`config.mk`:
```
export PLATFORM = sky130hd
export DESIGN_NAME = cube_scanner
export DESIGN_NICKNAME = d
export VERILOG_FILES = /design/src/rtl/cube_pkg.sv /design/src/rtl/cube_frame_buf.sv /design/src/rtl/cube_scanner.sv
export SDC_FILE = /design/constraint.sdc
export NUM_CORES = 1
export LEC_CHECK = 0
export ABC_AREA = 1
export BUFFER_PORTS_ARGS = -buffer_cell sky130_fd_sc_hd__buf_4
export CORE_MARGIN = 2
export CORE_UTILIZATION = 40
export DETAILED_ROUTE_END_ITERATION = 12
export PLACE_DENSITY = 0.65
export SLEW_MARGIN = 10
export SYNTH_ARGS = -nofsm -noshare
export SYNTH_HDL_FRONTEND = slang
export SYNTH_SLANG_ARGS = --single-unit
```
`constraint.sdc`:
```
create_clock -name Clk -period 4.9 [get_ports Clk]
set_clock_uncertainty 0.15 [all_clocks]
set_input_delay 0.735 -clock Clk [delete_from_list [all_inputs] [get_ports Clk]]
set_output_delay 0.735 -clock Clk [all_outputs]
set_load 0.02 [all_outputs]
```
`src/rtl/cube_pkg.sv`:
```
// rtl/cube_pkg.sv - scan state type, default cube dimensions and frame bit indexing
package cube_pkg;

  typedef enum logic [1:0] {
    IDLE  = 2'd0,
    BLANK = 2'd1,
    ON    = 2'd2
  } scan_state_t;

  localparam int DEF_WIDTH     = 8;
  localparam int DEF_DEPTH     = 8;
  localparam int DEF_HEIGHT    = 8;
  localparam int DEF_DWELL_CYC = 4;
  localparam int DEF_BLANK_CYC = 1;

  // Flattened frame position of LED x in the given row and layer.
  function automatic int unsigned cell_index(input int unsigned layer, input int unsigned row,
                                             input int unsigned x, input int unsigned width,
                                             input int unsigned depth);
    return layer * width * depth + row * width + x;
  endfunction

endpackage

```
`src/rtl/cube_frame_buf.sv`:
```
// rtl/cube_frame_buf.sv - pending/active frame double buffer with ready flag and swap
module cube_frame_buf #(
  parameter int N = 512
) (
  input  logic         Clk,
  input  logic         Rst_n,
  input  logic [N-1:0] cells,
  input  logic         frame_valid,
  input  logic         swap,
  output logic         frame_ready,
  output logic         pend_full,
  output logic [N-1:0] active
);

  logic [N-1:0] pending;
  logic         capture;

  assign frame_ready = !pend_full;
  assign capture     = frame_valid && frame_ready;

  // A swap reads the old pending value, so a same-clock capture survives it.
  always_ff @(posedge Clk or negedge Rst_n) begin
    if (!Rst_n) begin
      pending   <= '0;
      active    <= '0;
      pend_full <= 1'b0;
    end else begin
      if (swap) begin
        active <= pending;
      end
      if (capture) begin
        pending   <= cells;
        pend_full <= 1'b1;
      end else if (swap) begin
        pend_full <= 1'b0;
      end
    end
  end

endmodule

```
`src/rtl/cube_scanner.sv`:
```
// rtl/cube_scanner.sv - row-at-a-time LED cube scan driver with double-buffered frames
// Defining CUBE_SCANNER_PWM_EN adds a Brightness input that trims the lit part of each dwell.
module cube_scanner
  import cube_pkg::*;
#(
  parameter int WIDTH     = DEF_WIDTH,
  parameter int DEPTH     = DEF_DEPTH,
  parameter int HEIGHT    = DEF_HEIGHT,
  parameter int DWELL_CYC = DEF_DWELL_CYC,
  parameter int BLANK_CYC = DEF_BLANK_CYC
) (
  input  logic                            Clk,
  input  logic                            Rst_n,
  input  logic [WIDTH*DEPTH*HEIGHT-1:0]   Cells,
  input  logic                            Frame_Valid,
`ifdef CUBE_SCANNER_PWM_EN
  input  logic [$clog2(DWELL_CYC+1)-1:0]  Brightness,
`endif
  output logic                            Frame_Ready,
  output logic [WIDTH-1:0]                Data,
  output logic [$clog2(HEIGHT)-1:0]       Layer,
  output logic [$clog2(DEPTH)-1:0]        Row,
  output logic                            Enable_n,
  output logic                            Frame_Done
);

  localparam int N  = WIDTH * DEPTH * HEIGHT;
  localparam int LW = $clog2(HEIGHT);
  localparam int RW = $clog2(DEPTH);
  localparam int IW = $clog2(N);
  localparam int CW = $clog2(DWELL_CYC + BLANK_CYC + 1);

  scan_state_t   state_q, state_d;
  logic [CW-1:0] cnt_q, cnt_d;
  logic [LW-1:0] layer_q, layer_d;
  logic [RW-1:0] row_q, row_d;
  logic [N-1:0]  active;
  logic [IW-1:0] base;
  logic          pend_full;
  logic          swap;
  logic          last_row;
  logic          blank_done;
  logic          on_done;
  logic          lit;

  assign last_row   = (layer_q == LW'(HEIGHT - 1)) && (row_q == RW'(DEPTH - 1));
  assign blank_done = (state_q == BLANK) && (cnt_q == CW'(BLANK_CYC - 1));
  assign on_done    = (state_q == ON) && (cnt_q == CW'(DWELL_CYC - 1));
  assign swap       = pend_full && ((state_q == IDLE) || (on_done && last_row));

  cube_frame_buf #(
    .N (N)
  ) u_frame_buf (
    .Clk         (Clk),
    .Rst_n       (Rst_n),
    .cells       (Cells),
    .frame_valid (Frame_Valid),
    .swap        (swap),
    .frame_ready (Frame_Ready),
    .pend_full   (pend_full),
    .active      (active)
  );

  always_comb begin
    state_d = state_q;
    cnt_d   = cnt_q + CW'(1);
    layer_d = layer_q;
    row_d   = row_q;
    case (state_q)
      IDLE: begin
        cnt_d = '0;
        if (pend_full) begin
          state_d = BLANK;
          layer_d = '0;
          row_d   = '0;
        end
      end
      BLANK: begin
        if (blank_done) begin
          state_d = ON;
          cnt_d   = '0;
        end
      end
      ON: begin
        if (on_done) begin
          state_d = BLANK;
          cnt_d   = '0;
          if (row_q == RW'(DEPTH - 1)) begin
            row_d   = '0;
            layer_d = (layer_q == LW'(HEIGHT - 1)) ? '0 : layer_q + LW'(1);
          end else begin
            row_d = row_q + RW'(1);
          end
        end
      end
      default: begin
        state_d = IDLE;
        cnt_d   = '0;
      end
    endcase
  end

  always_ff @(posedge Clk or negedge Rst_n) begin
    if (!Rst_n) begin
      state_q <= IDLE;
      cnt_q   <= '0;
      layer_q <= '0;
      row_q   <= '0;
    end else begin
      state_q <= state_d;
      cnt_q   <= cnt_d;
      layer_q <= layer_d;
      row_q   <= row_d;
    end
  end

`ifdef CUBE_SCANNER_PWM_EN
  localparam int BW = $clog2(DWELL_CYC + 1);
  logic [BW-1:0] bright_q;

  // Brightness is latched once per row so the on-time cannot shift mid-dwell.
  always_ff @(posedge Clk or negedge Rst_n) begin
    if (!Rst_n) begin
      bright_q <= '0;
    end else if ((state_d == BLANK) && (state_q != BLANK)) begin
      bright_q <= (Brightness > BW'(DWELL_CYC)) ? BW'(DWELL_CYC) : Brightness;
    end
  end

  assign lit = (32'(cnt_q) < 32'(bright_q));
`else
  assign lit = 1'b1;
`endif

  // Row data comes straight from the active buffer, which only changes while blanked.
  assign base       = IW'(cell_index(32'(layer_q), 32'(row_q), 32'd0, WIDTH, DEPTH));
  assign Data       = active[base +: WIDTH];
  assign Layer      = layer_q;
  assign Row        = row_q;
  assign Enable_n   = !((state_q == ON) && lit);
  assign Frame_Done = on_done && last_row;

endmodule

```
# Yosys cells after proc, flatten, opt, wreduce, memory -nomap -nowiden
# Cells that the tools add are included.
dict set report word_totals {
  reg_bits 1036
  inputBits 515
  output_inout_bits 17
  wordCells 54
}
dict set report classes {
  add_sub_neg 4
  n_eq_ne 9
  shift 1
  n_mux 17
  reduce_logical 16
}
# operator count
set op_table {}
lappend op_table {{$shiftx 512x10->8} 1}
lappend op_table {{$mux 3} 8}
lappend op_table {{$pmux 3 s2} 3}
lappend op_table {{$add 3x1->3 const B} 3}
lappend op_table {{$add 9x6->9} 1}
lappend op_table {{$eq 3x3->1 const B} 2}
lappend op_table {{$logic_and 1x1->1} 6}
lappend op_table {{$mux 2} 3}
lappend op_table {{$ne 2x2->1 const B} 3}
lappend op_table {{$pmux 2 s3} 1}
lappend op_table {{$reduce_and 3->1} 2}
lappend op_table {{$reduce_and 4->1} 1}
lappend op_table {{$reduce_bool 2->1} 2}
lappend op_table {{$eq 3x2->1 const B} 1}
lappend op_table {{$logic_not 3->1} 1}
lappend op_table {{$eq 2x1->1 const B} 1}
lappend op_table {{$eq 2x2->1 const B} 1}
lappend op_table {{$logic_not 1->1} 2}
lappend op_table {{$logic_not 2->1} 1}
lappend op_table {{$mux 1} 2}
lappend op_table {{$ne 2x1->1 const B} 1}
lappend op_table {{$logic_or 1x1->1} 1}

# Longest topological paths before layout
dict set report logic_depth {
  depth_word 7
  depth_mapped 12
  mapped_depth_nobuf 10
}

# Cells and area by module
# From an unflattened synthesis, not the netlist that was laid out.
dict set report hier_totals {
  hier_cells 5646
  area_unflattened_um2 46000.4
}
# module n_inst cells_per_inst area_per_inst_um2 seq_area_each_um2
set by_module_without_submodules {}
lappend by_module_without_submodules {cube_frame_buf 1 4384 40040.9 25649.6}
lappend by_module_without_submodules {cube_scanner 1 1262 5959.5 275.3}

# Worst setup path after synthesis
# Ideal clock, no wire load.
dict set report synth_timing {
  kind {register to output}
  from {register row_q[0] (netlist: Row[0])}
  to {output Data[2]}
  arrival_ns 1.685
  required_time_ns 4.015
  slack_ns 2.330
  stages_incl_launch_ff 12
  n_path_buf 3
  cell_sequence {dfrtp_1 > buf_2 > buf_2 > clkbuf_1 > nand2_1 > nand3_1 > nand3_1 > nand2_1 > nand2_1 > nand3_1 > nand3_1 > nand2_1}
}
dict set report synth_between {
  elab_chain_len 2
}
# item line_no
set synth_lines {}
lappend synth_lines {{start, declared} cube_scanner.sv:36} ;# logic [RW-1:0] row_q, row_d;
lappend synth_lines {{start signal, assigned} cube_scanner.sv:113} ;# row_q <= row_d;
lappend synth_lines {{$add 9x6->9} cube_pkg.sv:20} ;# return layer * width * depth + row * width + x;
lappend synth_lines {{$shiftx 512x10->8} cube_scanner.sv:137} ;# assign Data = active[base +: WIDTH];
lappend synth_lines {{end, declared} cube_scanner.sv:20} ;# output logic [WIDTH-1:0] Data,
# No other way between the ends.

# Final worst setup path
dict set report layout_timing {
  from {register row_q[2] (netlist: Row[2])}
  to {output Data[6]}
}
# Same word-level chain as after synthesis.

==> reports/qor.txt <==
Largest net degree at the start of global routing: 141
Worst setup margin: 564.6 ps
Chip height: 334.8 um
CP max FO: 33
I/O pin count: 532
PwrDens: 412.0 nW/um^2
Antenna-violating nets left: 0
Row count: 121
Yosys warnings: 0
Syn Area/Cell: 8.725 um^2
Final hold vios: 0
Post-layout util: 48.24%
Setup TNS: 0 ps
DRC: 0
Net Count, Synth: 5541
Synthesized area: 43760 um^2
Max transition margin: 24.40%
Fill count: 10380
Die Footprint: 112100 um^2
Placer congestion estimate: 0.8686
CTS Root Cell: clkbuf_16
Hold crit path type: in -> reg
TritonCTS clock tree: done
Critical-path top delay cell: dfrtp_4
Flop and latch count out of synthesis: 1036
Post-CTS Hold Buffers: 1
Register Area: 25940 um^2
Share of cells above drive strength 1: 15.68%
Worst path top cell family by delay: buffers and inverters
RSZ-0062 raised after global routing: false
Crit path buf inv count: 3
Drt total wl: 131.5 mm
Min Tclk post-route: 4335 ps
Final hold slack: 128.2 ps
Clock transition at path regs: 60 ps
Final setup viols: 0
Area of the multi-input gates: 14210 um^2
HP Start: Cells[472]
Initial DRC Count: 3157
Congestion Overflow GR: 0
Max IR drop VDD: 323.7 uV
CTS resizes: 0
Inst Count DP: 6696
Non-Filler Instances: 6905
P&R area growth vs syn: 19.84%
Core area: 108700 um^2
Clock Sinks: 1036
CP required: 4010 ps
Largest stage delay on the critical path: 640 ps
CP arrival: 3450 ps
Die X: 334.8 um
Leading cell types in the layout, fill and taps excluded: nand2_1 (1277), dfrtp_1 (1033), buf_4 (567)
Critical path type: reg -> out
Fmax: 0.2307 GHz
Vias: 34690
DP Wirelength: 91.09 mm
Commonest non-fill, non-tap cell in the layout: nand2_1
Wire per inst: 19.05 um
CTS H-tree depth: 3
Vias per inst: 5.024
Worst skew pair latency: 690 ps
Slew @ Worst Pin: 1134 ps
Starting Density: 40.26%
Max-cap viol count: 0
CP endpoint kind: primary output
Tcrit/Tclk final: 88.48%
Num CTS Buffers: 109
Status: complete, no violations
Clock tree buffer depth: 3
GRT Total Usage: 23.36%
Max-slew violations: 0
Startpoint Class: flop
Setup crit start: Row[2]
Sequential-to-total area share from yosys stat: 59.25%
Pre-antenna DRT Iters: 5
Crit path cell chain: inv_2, buf_4, nand3_1, nand2_1, nand2_1, nand3_1, nand3_1, nand2_1, buf_4
Post-synthesis cell type count: 25
Mapped Cells: 5015
NumNets Final: 5920
First-pass GRT wire length: 201.8 mm
Leakage power total: 0.02774 uW
Vias in the first global route: 33990
Port bufs: 531
Post-CTS setup buffers: 0
Pre-CTS setup slack: 1298 ps
Initial antenna violation count: 13
Reg2reg start: Row[1]
==> registers in the layout, summed over array words and instances, names as in the netlist <==
name and cells:
u_frame_buf.pend_full 1, u_frame_buf.pending 512, Row 3, state_q 2, cnt_q 3, Layer 3, u_frame_buf.active 512
==> synthesized netlist by cell type <==
library cell / n / area (um^2)
inv_2: 1 / 3.750
buf_2: 121 / 605.6
buf_8: 5 / 75.07
o21ai_1: 101 / 505.5
o21ai_2: 10 / 87.58
mux2_2: 56 / 630.6
clkinv_1: 3 / 11.26
o32ai_1: 1 / 8.760
nand4_1: 2 / 12.51
or2_2: 1 / 6.260
nand2_1: 1278 / 4797
dfrtp_1: 1036 / 25920
nand3_1: 436 / 2182
buf_4: 7 / 52.55
a21oi_1: 459 / 2297
clkbuf_1: 108 / 405.4
nor2_1: 460 / 1727
nor3_2: 1 / 10.01
buf_1: 40 / 150.1
inv_1: 471 / 1768
nand2_4: 1 / 11.26
buf_6: 50 / 563.0
o21ai_0: 355 / 1777
or2_4: 1 / 8.760
ha_1: 11 / 137.6
==> power by group <==
part	switching, uW	total, uW	internal, uW
logic	1540	2530	990
clock network	3580	8730	5150
registers	398	10300	9940
total	5520	21600	16100
==> through the flow <==
step / power, uW / instance area, um^2
2_1_floorplan: 11860 / 43760
3_3_place_gp: 12900 / 48590
3_5_place_dp: 13040 / 48590
4_1_cts: 21820 / 52420
5_1_grt: 22630 / 52440
6_report: 21600 / 52440
==> layout make-up <==
type	count	share of cell area [%]
Tap cell	1414	3.374
Timing Repair Buffer	599	9.310
Clock buffer	159	6.211
Sequential cell	1036	49.46
Clock inverter	42	1.081
Antenna cell	7	0.03340
Multi-Input combinational cell	3173	27.11
Inverter	475	3.424
==> worst reg2reg max path, delay by kind of cell, from the launching register on <==
family	cells	cell delay (ps)
simple gates	3	770
compound gates	1	130
fa+ha+maj	2	460
buf+inv	4	1340
flops	1	520
==> per-layer routing <==
layer  wire [um]  track usage [%]  share of wire, %  vias up
li1            -                -                 -    16660
met1       59190            33.10                45    16860
met2       59370            35.43                45      946
met3        8020            4.453               6.1      213
met4        4861            9.207               3.7       12
met5          69                0             0.052        -
==> logic make-up after synthesis <==
family          count (synthesis)  synth area share, %
compound gates                926                10.69
fa+ha+maj                      11               0.3145
buf+inv                       806                8.306
flops                        1036                59.25
mux                            56                1.441
simple gates                 2180                20.01
==> final timing paths <==
path | endpoint | slack, ps | cells after the start
setup / recovery | Data[6] | 560 | 9
hold / removal | u_frame_buf.pending[472] | 130 | 2
hold reg to reg | u_frame_buf.active[466] | 310 | 2
min in group asynchronous | u_frame_buf.pending[161] | 500 | 2
max in group asynchronous | u_frame_buf.active[426] | 2760 | 3
setup reg to reg | u_frame_buf.active[335] | 1400 | 10
Power figures use the tool's default switching activity.
